**config.mk**
```make
export PLATFORM = sky130hd
export DESIGN_NAME = multiplicador
export DESIGN_NICKNAME = d
export VERILOG_FILES = /design/src/rtl/multiplicador_pkg.sv /design/src/rtl/mult_shift_add_dp.sv /design/src/rtl/multiplicador.sv
export SDC_FILE = /design/constraint.sdc
export NUM_CORES = 1
export LEC_CHECK = 0
export ABC_AREA = 0
export BUFFER_PORTS_ARGS = -buffer_cell sky130_fd_sc_hd__buf_2
export CAP_MARGIN = 20
export CORE_MARGIN = 5
export CORE_UTILIZATION = 55
export CTS_CLUSTER_DIAMETER = 120
export CTS_CLUSTER_SIZE = 30
export DETAILED_ROUTE_END_ITERATION = 10
export GPL_TIMING_DRIVEN = 0
export MAX_ROUTING_LAYER = met4
export PLACE_DENSITY_LB_ADDON = 0.12
export SYNTH_ARGS = -nofsm -noshare
export SYNTH_HDL_FRONTEND = slang
export SYNTH_SLANG_ARGS = --single-unit
```
**constraint.sdc**
```tcl
create_clock -name clk -period 6.2 [get_ports clk]
set_input_delay 0.93 -clock clk [delete_from_list [all_inputs] [get_ports clk]]
set_output_delay 0.93 -clock clk [all_outputs]
set_load 0.005 [all_outputs]
```
**src/rtl/multiplicador_pkg.sv**
```systemverilog
// Shared types and constants for the sequential shift-and-add multiplier.
// Optional early termination is selected with the MULT_EARLY_EXIT_EN macro.
package multiplicador_pkg;

  localparam int DEF_WIDTH = 16;

  typedef enum logic [1:0] {
    IDLE = 2'd0,
    BUSY = 2'd1,
    DONE = 2'd2
  } state_t;

  // Enough bits to hold the iteration count, including the final value WIDTH
  function automatic int cnt_width(input int width);
    return $clog2(width + 1);
  endfunction

  localparam int DEF_CNT_W = cnt_width(DEF_WIDTH);

endpackage

```
**src/rtl/mult_shift_add_dp.sv**
```systemverilog
// Datapath of the shift-and-add multiplier: operand shifters, accumulator, iteration counter.
// Its status outputs feed the MULT_EARLY_EXIT_EN decision in the top level.
import multiplicador_pkg::*;

module mult_shift_add_dp #(
  parameter int WIDTH = DEF_WIDTH
) (
  input  logic               clk,
  input  logic               rst_n,
  input  logic               load,
  input  logic               step,
  input  logic [WIDTH-1:0]   operando_a,
  input  logic [WIDTH-1:0]   operando_b,
  output logic [2*WIDTH-1:0] acc,
  output logic               b_zero,
  output logic               count_full
);

  localparam int CW = cnt_width(WIDTH);

  logic [2*WIDTH-1:0] a_reg;
  logic [WIDTH-1:0]   b_reg;
  logic [CW-1:0]      count;

  always_ff @(posedge clk) begin
    if (!rst_n) begin
      a_reg <= '0;
      b_reg <= '0;
      acc   <= '0;
      count <= '0;
    end else if (load) begin
      a_reg <= {{WIDTH{1'b0}}, operando_a};
      b_reg <= operando_b;
      acc   <= '0;
      count <= '0;
    end else if (step) begin
      // acc never exceeds a*b < 2^(2*WIDTH), so the add cannot overflow
      if (b_reg[0]) begin
        acc <= acc + a_reg;
      end
      a_reg <= a_reg << 1;
      b_reg <= b_reg >> 1;
      count <= count + 1'b1;
    end
  end

  assign b_zero     = (b_reg == '0);
  assign count_full = (count == CW'(WIDTH));

endmodule

```
**src/rtl/multiplicador.sv**
```systemverilog
// Sequential unsigned WIDTH x WIDTH multiplier, one multiplier bit per clock.
// Define MULT_EARLY_EXIT_EN to finish as soon as the remaining multiplier bits are zero.
import multiplicador_pkg::*;

module multiplicador #(
  parameter int WIDTH = DEF_WIDTH
) (
  input  logic               clk,
  input  logic               rst_n,
  input  logic               iniciar,
  input  logic [WIDTH-1:0]   operando_a,
  input  logic [WIDTH-1:0]   operando_b,
  output logic [2*WIDTH-1:0] producto,
  output logic               terminado
);

  state_t             state;
  logic               load;
  logic               step;
  logic               finish;
  logic [2*WIDTH-1:0] acc;
  logic               b_zero;
  logic               count_full;

`ifdef MULT_EARLY_EXIT_EN
  assign finish = count_full || b_zero;
`else
  logic unused_b_zero;
  assign unused_b_zero = b_zero;
  assign finish        = count_full;
`endif

  // A start is accepted from IDLE and from DONE, never while BUSY
  assign load = (state != BUSY) && iniciar;
  assign step = (state == BUSY) && !finish;

  mult_shift_add_dp #(
    .WIDTH(WIDTH)
  ) u_dp (
    .clk       (clk),
    .rst_n     (rst_n),
    .load      (load),
    .step      (step),
    .operando_a(operando_a),
    .operando_b(operando_b),
    .acc       (acc),
    .b_zero    (b_zero),
    .count_full(count_full)
  );

  always_ff @(posedge clk) begin
    if (!rst_n) begin
      state     <= IDLE;
      producto  <= '0;
      terminado <= 1'b0;
    end else begin
      case (state)
        IDLE, DONE: begin
          if (iniciar) begin
            terminado <= 1'b0;
            state     <= BUSY;
          end
        end
        BUSY: begin
          if (finish) begin
            producto  <= acc;
            terminado <= 1'b1;
            state     <= DONE;
          end
        end
        default: begin
          state <= IDLE;
        end
      endcase
    end
  end

endmodule

```
==> impl.org, run 1 <==
** Outcome
- Outcome :: finished, final reports clean

** Power and ir drop
- Psw :: 0.439 mW
- Of the total power, the share spent switching nets is 0.231.
- Post-route total power :: 1.90 mW
- Share of total power in the clock network :: 0.509
- Cell internal power dissipation :: 1.46 mW
- Total power density per cell area :: 260 nW/µm²
- Part of the total power dissipated in combinational logic :: 0.069
- Summed over all cells, the static leakage comes to 2.92 nW.
- VDD sags by at most 0.212 mV.
- Share of total power in sequential cells :: 0.423

** Min path
- Number of cells on the worst hold path :: 2
- Hold crit path type :: flop to flop
- The worst hold path begins at producto[3]$_SDFFE_PN0P_.
- Endpoint of the worst hold path :: producto[3]$_SDFFE_PN0P_

** STA
- Between clock sinks in the finished design, the worst skew comes to 0.00833 ns.
- For the pin with the worst max-slew slack, the measured transition is 0.761 ns.
- Period Utilization, post-route :: 0.507
- The number of hold violations in the final report came to 0.
- Number of max-slew violations in the final report :: 0
- Headroom to the max-slew limit :: 0.486
- Timing-limited maximum frequency :: 318 MHz
- Adding up every negative setup slack in the final design gives 0 ns.
- Min cycle time layout :: 3.14 ns
- In the post-route analysis, the smallest setup slack over all paths is 3.06 ns.
- Setup violations remaining at the end of the flow were counted as 0.
- Setup repair after global routing left no endpoint under its margin.

** Finish
- For this run, the post-layout net count is 934.
- After routing the design area is 7300 µm².
- Multi-input logic area :: 3570 µm²
- The layout has 924 filler cells.
- Layout-stage area growth over the synthesis result :: 17.6%
- FF/Latch Area :: 2400 µm²
- The repair_antennas step left the layout with diodes totalling 0.
- In the final layout, the share of cells above drive strength 1 is 0.129.

** Critical path
- In this run the critical register-to-register path is launched from u_dp.a_reg[0]$_SDFFE_PN0P_.
- Type of origin of the critical path :: flop
- Worst path required time :: 6.56 ns
- The setup check on the worst reg-to-reg path leaves a slack of 3.06 ns.
- The signal on the critical path passes through ha_1, fa_1, a21oi_1, nor2_1, o41ai_1, a211oi_1, o21a_2, nor2b_4, or4_1, nand3_1.
- STA classifies the critical path endpoint as a flop.
- Critical path class :: flop to flop
- Together, buffers and inverters on the worst path number 0.
- Delay of the slowest critical-path stage :: 0.53 ns
- For the worst flop-to-flop path, the logic depth is 10.
- Worst R2R End :: u_dp.acc[26]$_SDFFE_PP0P_
- Data arrives at the worst endpoint at 3.50 ns.
- Slowest cell on the critical path :: o41ai_1
- Of all nets on the critical path, the largest fanout is 4.
- The kind of cell with the highest combined delay along the critical path is compound AO/OA/AOI/OAI gates.

** CTS
- Clock sinks :: 120
- CTS HTree Levels :: 4
- At the later pin of the worst-skew pair, clock insertion delay measures 0.42 ns.
- In this run, post-CTS repair resized a total of 0 instances.
- Hold buffer count at CTS :: 0
- After clock tree synthesis, the clock-pin slew on the worst setup and hold paths is 0.05 ns.
- TritonCTS clock tree :: built
- Root buf cell :: clkbuf_16
- Post-CTS setup buffers :: 0
- Maximum number of buffers from clock root to sink :: 2
- In this run, CTS created clock tree buffers numbering 17.

** Logic synthesis
- Syn Std Cell Area :: 6200 µm²
- Share of the yosys chip area belonging to registers :: 0.387
- Post-synthesis area per instance :: 7.96 µm²
- Net count after synthesis :: 848
- Of the total synthesized cell area, the portion taken by AND, OR, NAND and NOR gates is 0.213.
- Of the total synthesized cell area, the portion taken by XOR and XNOR cells is 0.0353.
- Synth Area in Compound Gates :: 0.255
- Counting every instance in the synthesized netlist gives 779.
- Area share of fa/ha/maj cells after synthesis :: 0.0698
- Of the post-synthesis cell area, the dominant cell type holds 0.387.
- Count of cell types in the netlist :: 57
- EDFF count, synth :: 0
- The Yosys step of the flow raised 0 warnings.
- Summed over all instances, the cell type with the most area after synthesis is dfxtp_1.
- Synth async-reset ratio :: 0
- The synthesized design contains 120 register bits.
- Top area cells in the synthesized netlist :: dfxtp_1 39%, nand2_1 12%, a21boi_0 8.2%, ha_1 6.7%, a21oi_1 5.4%
- Primary FF master, synth :: dfxtp_1
- Dominant combinational cell family by area after synthesis :: compound AO/OA/AOI/OAI gates
- The portion of synthesized area spent on multiplexers is 0.00343.

** Flow run
- MaxCap Viol Count :: 0

** Placement
- Count of buffers inserted at the top-level ports :: 67
- Routability-driven placement finished with a final weighted congestion of 0.991.
- Total half-perimeter wirelength after legalization and detailed placement :: 12.3 mm
- At the placement stage, the worst setup path has a slack of 3.10 ns.
- After detailed placement, the total cell area comes to 6720 µm².

** Floorplanning
- Top-level I/O count :: 68
- The initialized floorplan defines 38 standard-cell rows.
- For this configuration, the core starts out at a cell density of 0.567.
- The die is 116 µm tall.
- Horiz. Die Dim :: 116 µm
- Core outline area :: 10900 µm²
- Die area :: 13500 µm²

** Route
- Wirelength per Cell :: 16.2 µm
- The detailed router finished its first iteration with 433 violations.
- Once detail routing completed, the nets flagged for antenna violations numbered 0.
- DRT Wirelength :: 16.5 mm
- Mean number of vias per cell :: 5.79
- # DRC :: 0
- The detailed router placed 5884 vias in this run.
- The first TritonRoute pass finished after 5 iterations.

** Global route
- The first global-routing pass estimated 27.2 mm of wire.
- Antenna violations before repair :: 0
- GRT Total Usage :: 0.264
- Entering global routing, the biggest net connects 17 pins.
- Total overflow reported by the global router :: 0
- Vias in the first global route :: 5642
## metal layers
metal	part of all wire	GRT usage	routed length (µm)
met2	0.46	0.407	7570
met1	0.45	0.338	7450
met5	0	-	0
met3	0.066	0.0554	1090
met4	0.021	0.107	348
## how the worst max path moves through the flow
stage                     depth (start not counted)  slack (ns)                        from                        end
after floorplan                                  10        3.52    u_dp.acc[0]$_SDFFE_PP0P_  u_dp.acc[26]$_SDFFE_PP0P_
after global placement                           10        3.09  u_dp.a_reg[0]$_SDFFE_PN0P_  u_dp.acc[26]$_SDFFE_PP0P_
after detailed placement                         10        3.10  u_dp.a_reg[0]$_SDFFE_PN0P_  u_dp.acc[26]$_SDFFE_PP0P_
after CTS                                        10        3.08  u_dp.a_reg[0]$_SDFFE_PN0P_  u_dp.acc[26]$_SDFFE_PP0P_
after global routing                             10        2.87  u_dp.a_reg[0]$_SDFFE_PN0P_  u_dp.acc[20]$_SDFFE_PP0P_
final                                            10        3.06  u_dp.a_reg[0]$_SDFFE_PN0P_  u_dp.acc[26]$_SDFFE_PP0P_
## per-stage QoR
stage               std cells  hold WS (ns)   util
floorplan                 779         0.444      -
global placement          986         0.448  0.614
detailed placement        986         0.455  0.614
CTS                      1017         0.461  0.667
global route             1017         0.482  0.667
finish                   1017         0.458  0.667
## worst reg2reg max path: stages (launching register included)
cell and delay (ns):
dfxtp_1 0.36, ha_1 0.25, fa_1 0.41, a21oi_1 0.22
nor2_1 0.09, o41ai_1 0.53, a211oi_1 0.23, o21a_2 0.30
nor2b_4 0.13, or4_1 0.47, nand3_1 0.09
## power by group through the flow
stage / Sequential, mW / Clock, mW / Combinational (mW)
after floorplan: 0.814 / 0 / 0.0857
after global placement: 0.818 / 0 / 0.125
after detailed placement: 0.818 / 0 / 0.130
after CTS: 0.802 / 0.975 / 0.130
after global routing: 0.804 / 1.02 / 0.145
final: 0.803 / 0.966 / 0.131
## cell usage after synthesis (all sizes together) (4+ instances only)
cell type	n
nand4	12
nor2b	4
a21o	7
buf	6
nand2b	6
and2	9
a22oi	30
nand3	18
a211oi	6
nand2	199
nor2	26
clkbuf	41
ha	33
a21boi	68
a31oi	6
xnor2	14
inv	12
a21oi	69
nor3	7
o21ai	25
xor2	11
dfxtp	120
and3	8
## kinds of logic (layout without fill, tap and decap cells)
family / count (synthesis) / in the layout
AND/OR/NAND/NOR: 302 / 302
AO/OA/AOI/OAI: 237 / 237
flip-flops: 120 / 120
buffers and inverters: 59 / 157
adder cells (fa/ha/maj): 34 / 34
XOR/XNOR: 25 / 25
multiplexers: 2 / 2
## placed cells by master (no fill, tap or decap), drive strengths merged, types with 8 or more instances in the layout
| cell | n |
|---|---|
| nand2 | 199 |
| dfxtp | 120 |
| buf | 73 |
| a21oi | 69 |
| a21boi | 68 |
| clkbuf | 63 |
| ha | 33 |
| a22oi | 30 |
| nor2 | 26 |
| o21ai | 25 |
| nand3 | 18 |
| xnor2 | 14 |
| inv | 12 |
| nand4 | 12 |
| xor2 | 11 |
| and2 | 9 |
| and3 | 8 |
## area by class of cell
type                            count  share of cell area
Timing Repair Buffer               67              0.0460
Tap cell                          140              0.0240
Sequential cell                   120               0.329
Buffer                             47              0.0252
Clock buffer                       22              0.0664
Inverter                           12             0.00617
Clock inverter                      9              0.0134
Multi-Input combinational cell    600               0.490
No activity file was read; power rests on OpenSTA's default activity.
==> inputs of run 2 (changes only) <==
Clock period 6.2 ns to 3 ns, I/O delays scaled along.
==> impl.org, run 2 (synthesized netlist as in run 1, its figures left out) <==
** Critical path
- Walking the worst path, the cells encountered are ha_1, a21oi_2, inv_1, o311a_1, or4b_1, o21a_2, nor2b_4, or4_1, nand3_1.
- Critical path arrival :: 3.26 ns (-0.24 ns)
- Worst R2R End :: u_dp.acc[26]$_SDFFE_PP0P_
- The count of buffer and inverter cells on the critical path was 1 (+1).
- For this design, the slowest cell found on the critical path is or4b_1.
- The largest incremental delay on the critical path came to 0.49 ns (-0.04 ns).
- The required time at the worst-slack endpoint was 3.36 ns (-3.20 ns).
- Reg2reg path depth :: 9 (-1)
- CP top delay family :: simple AND/OR/NAND/NOR gates
- Largest fanout on the critical path :: 7 (+3)
- Type of origin of the critical path :: flop
- Crit path capture type :: flop
- The setup path with the least slack is of type flop to flop.
- FF-to-FF setup slack :: 0.11 ns (-2.95 ns)
- R2r startpoint :: u_dp.acc[17]$_SDFFE_PP0P_

** Power and ir drop
- Part of the total power dissipated in combinational logic :: 0.069 (about the same)
- The power share of the sequential group was 0.422 (about the same).
- The power per cell area was 536 nW/µm² (+110%).
- Leakage power :: 2.94 nW (+0.56%)
- The overall power is 3.93 mW (+110%).
- Psw :: 0.913 mW (+110%)
- Share of total power in the clock network :: 0.509 (about the same)
- Switch share :: 0.232 (+0.00108)
- The maximum ir drop on the vdd rail was 0.438 mV (+110%).
- Cell internal power dissipation :: 3.02 mW (+110%)

** CTS
- The number of hold buffers added after CTS is 0 (unchanged).
- The deepest clock path buffer count came to 2 (unchanged).
- CTS HTree Levels :: 4 (unchanged)
- The register clock-pin slew on the reported worst setup and hold paths is 0.05 ns (about the same).
- TritonCTS clock tree :: built
- CTS placed an instance of clkbuf_16 at the clock tree root.
- CTS buffer count :: 17 (unchanged)
- The clock latency of the later-clocked register in the worst-skew pair was 0.42 ns (about the same).
- The number of clock sinks came to 120 (unchanged).

** Global route
- The pin count of the biggest net entering global routing is 17 (unchanged).
- The first-pass GRT wire length was 27.2 mm (unchanged).
- Vias in the first global route :: 5642 (unchanged)
- Met1 usage in global routing :: 0.338 (unchanged)
- Most congested layer reported by global routing :: met2
- The met3 usage came to 0.0554 (unchanged).
- The overflow left after global routing came to 0 (unchanged).
- The total routing resource utilization after global routing was 0.264 (unchanged).
- The global-route track usage on met2 came to 0.407 (unchanged).
- The initial antenna violation count came to 0 (unchanged).

** Route
- Number of vias in the routed layout :: 5884 (unchanged)
- The starting DRC count in detailed routing was 424 (-2.1%).
- First-pass iteration count of the detailed router :: 5 (unchanged)
- DRT Wirelength :: 16.6 mm (+0.94%)
- The final routed DRC violation total came to 0 (unchanged).
- Antenna Violating Nets Remaining :: 0 (unchanged)
- The per-cell routed wire length was 16.3 µm (+0.84%).
- The average via count per standard cell is 5.78 (about the same).

** STA
- The actual transition at the worst max-transition pin is 0.769 ns (+0.00786 ns).
- Post-Route Skew :: 0.00691 ns (-0.00143 ns)
- Min cycle time layout :: 2.89 ns (-0.248 ns)
- Period Utilization, post-route :: 0.964 (+0.458)
- The total count of max-transition violations in the final report was 0 (unchanged).
- The highest clock rate came to 346 MHz (+8.6%).
- The final setup violation count came to 0 (unchanged).
- Hold violation total from the final report :: 0 (unchanged)
- Setup repair after global routing left no endpoint under its margin.
- Headroom to the max-slew limit :: 0.481 (-0.00531)

** Finish
- Fraction of layout instances using a drive strength above 1 :: 0.134 (+0.00555)
- The diode insertion count for antenna repair is 0 (unchanged).
- The core utilization of the finished layout was 0.670 (+0.00275).
- Most frequent cells in the layout :: 199 x nand2_1, 120 x dfxtp_1, 68 x a21boi_0
- Number of nets in the final layout :: 935 (+0.11%)
- From synthesis to final layout, the design area changed by 18.1%.
- The library cell used most frequently in the layout, excluding fill and tap cells, is nand2_1.

** Min path
- Endpoint of the worst hold path :: u_dp.b_reg[15]$_SDFFE_PN0P_
- The worst hold path belongs to the class input pin to flop.
- The worst hold path begins at operando_b[15].
- Number of cells on the worst hold path :: 3 (+1)

** Outcome
- Outcome :: finished, final reports clean

** Floorplanning
- The core area came to 10900 µm² (unchanged).
- The area enclosed by the die boundary is 13500 µm² (unchanged).
- The number of placement rows is 38 (unchanged).
- Horiz. Die Dim :: 116 µm (unchanged)
- Starting Density :: 0.567 (unchanged)
- The I/O pin total came to 68 (unchanged).
- Die Span Y :: 116 µm (unchanged)

** Placement
- The half-perimeter wire length of the detailed placement result is 12.3 mm (unchanged).
- The number of port buffers was 67 (unchanged).
- Gpl congestion :: 0.991 (unchanged)

** Flow run
- The max-cap violation count is 0 (unchanged).
## run 2: cell types whose count changed in the layout (fill, tap and decap cells not counted), sizes merged
cell  previous run  this run
buf             73        74
## run 2: worst max-delay path by stage
stage,startpoint,to,slack [ns],cells after the start
after floorplan,u_dp.acc[0]$_SDFFE_PP0P_,u_dp.acc[26]$_SDFFE_PP0P_,0.32,10
after global placement,u_dp.a_reg[0]$_SDFFE_PN0P_,u_dp.acc[26]$_SDFFE_PP0P_,-0.11,10
after detailed placement,u_dp.a_reg[0]$_SDFFE_PN0P_,u_dp.acc[26]$_SDFFE_PP0P_,-0.1,10
after CTS,u_dp.a_reg[0]$_SDFFE_PN0P_,u_dp.acc[26]$_SDFFE_PP0P_,0.03,10
after global routing,u_dp.a_reg[0]$_SDFFE_PN0P_,u_dp.acc[26]$_SDFFE_PP0P_,0.02,10
final,u_dp.acc[17]$_SDFFE_PP0P_,u_dp.acc[26]$_SDFFE_PP0P_,0.11,9
## run 2: per-stage QoR
| stage | cells | setup TNS, ns | hold slack, ns | setup slack, ns | cell area [µm²] |
|---|---|---|---|---|---|
| 6_report | 1018 | 0 | 0.306 | 0.107 | 7330 |
| 3_5_place_dp | 986 | -0.202 | 0.455 | -0.0974 | 6720 |
| 2_1_floorplan | 779 | 0 | 0.444 | 0.317 | 6200 |
| 5_1_grt | 1018 | 0 | 0.309 | 0.0161 | 7330 |
| 4_1_cts | 1017 | 0 | 0.299 | 0.0250 | 7300 |
| 3_3_place_gp | 986 | -0.256 | 0.448 | -0.109 | 6720 |
## run 2: repair_timing
action                                  4_1_cts  5_1_grt
endpoints found under the setup margin        4        5
setup buffers                                 0        1
pin swaps                                     0        1
resized for setup                             1        3
## run 2: layout make-up
type | count | area (µm²)
repair buffers | 68 | 343
fillers | 924 | 3610
multi-input cells | 600 | 3600
well taps | 140 | 175
clock inverters | 9 | 97.6
plain buffers | 47 | 184
flip-flops and latches | 120 | 2400
clock buffers | 22 | 484
inverters | 12 | 45.0
## run 2: power groups by stage
stage | Combinational (mW) | Clock (mW) | Sequential [mW]
final | 0.271 | 2.00 | 1.66
after global routing | 0.301 | 2.10 | 1.66
after CTS | 0.269 | 2.02 | 1.66
after detailed placement | 0.268 | 0 | 1.69
after global placement | 0.258 | 0 | 1.69
after floorplan | 0.177 | 0 | 1.68
## run 2: worst register-to-register path: cells and delay by family, from the launching register on
family,cells,cell delay [ns]
and+or+nand+nor,4,1.19
DFF,1,0.36
buffers and inverters,1,0.06
AOI/OAI and AO/OA,3,0.83
adders and majority gates,1,0.41
## run 2: layer usage
layer	part of all wire	vias up	wire length (µm)
li1	-	2916	-
met1	0.45	2752	7490
met2	0.46	189	7710
met3	0.066	27	1100
met4	0.019	0	314
met5	0	-	0
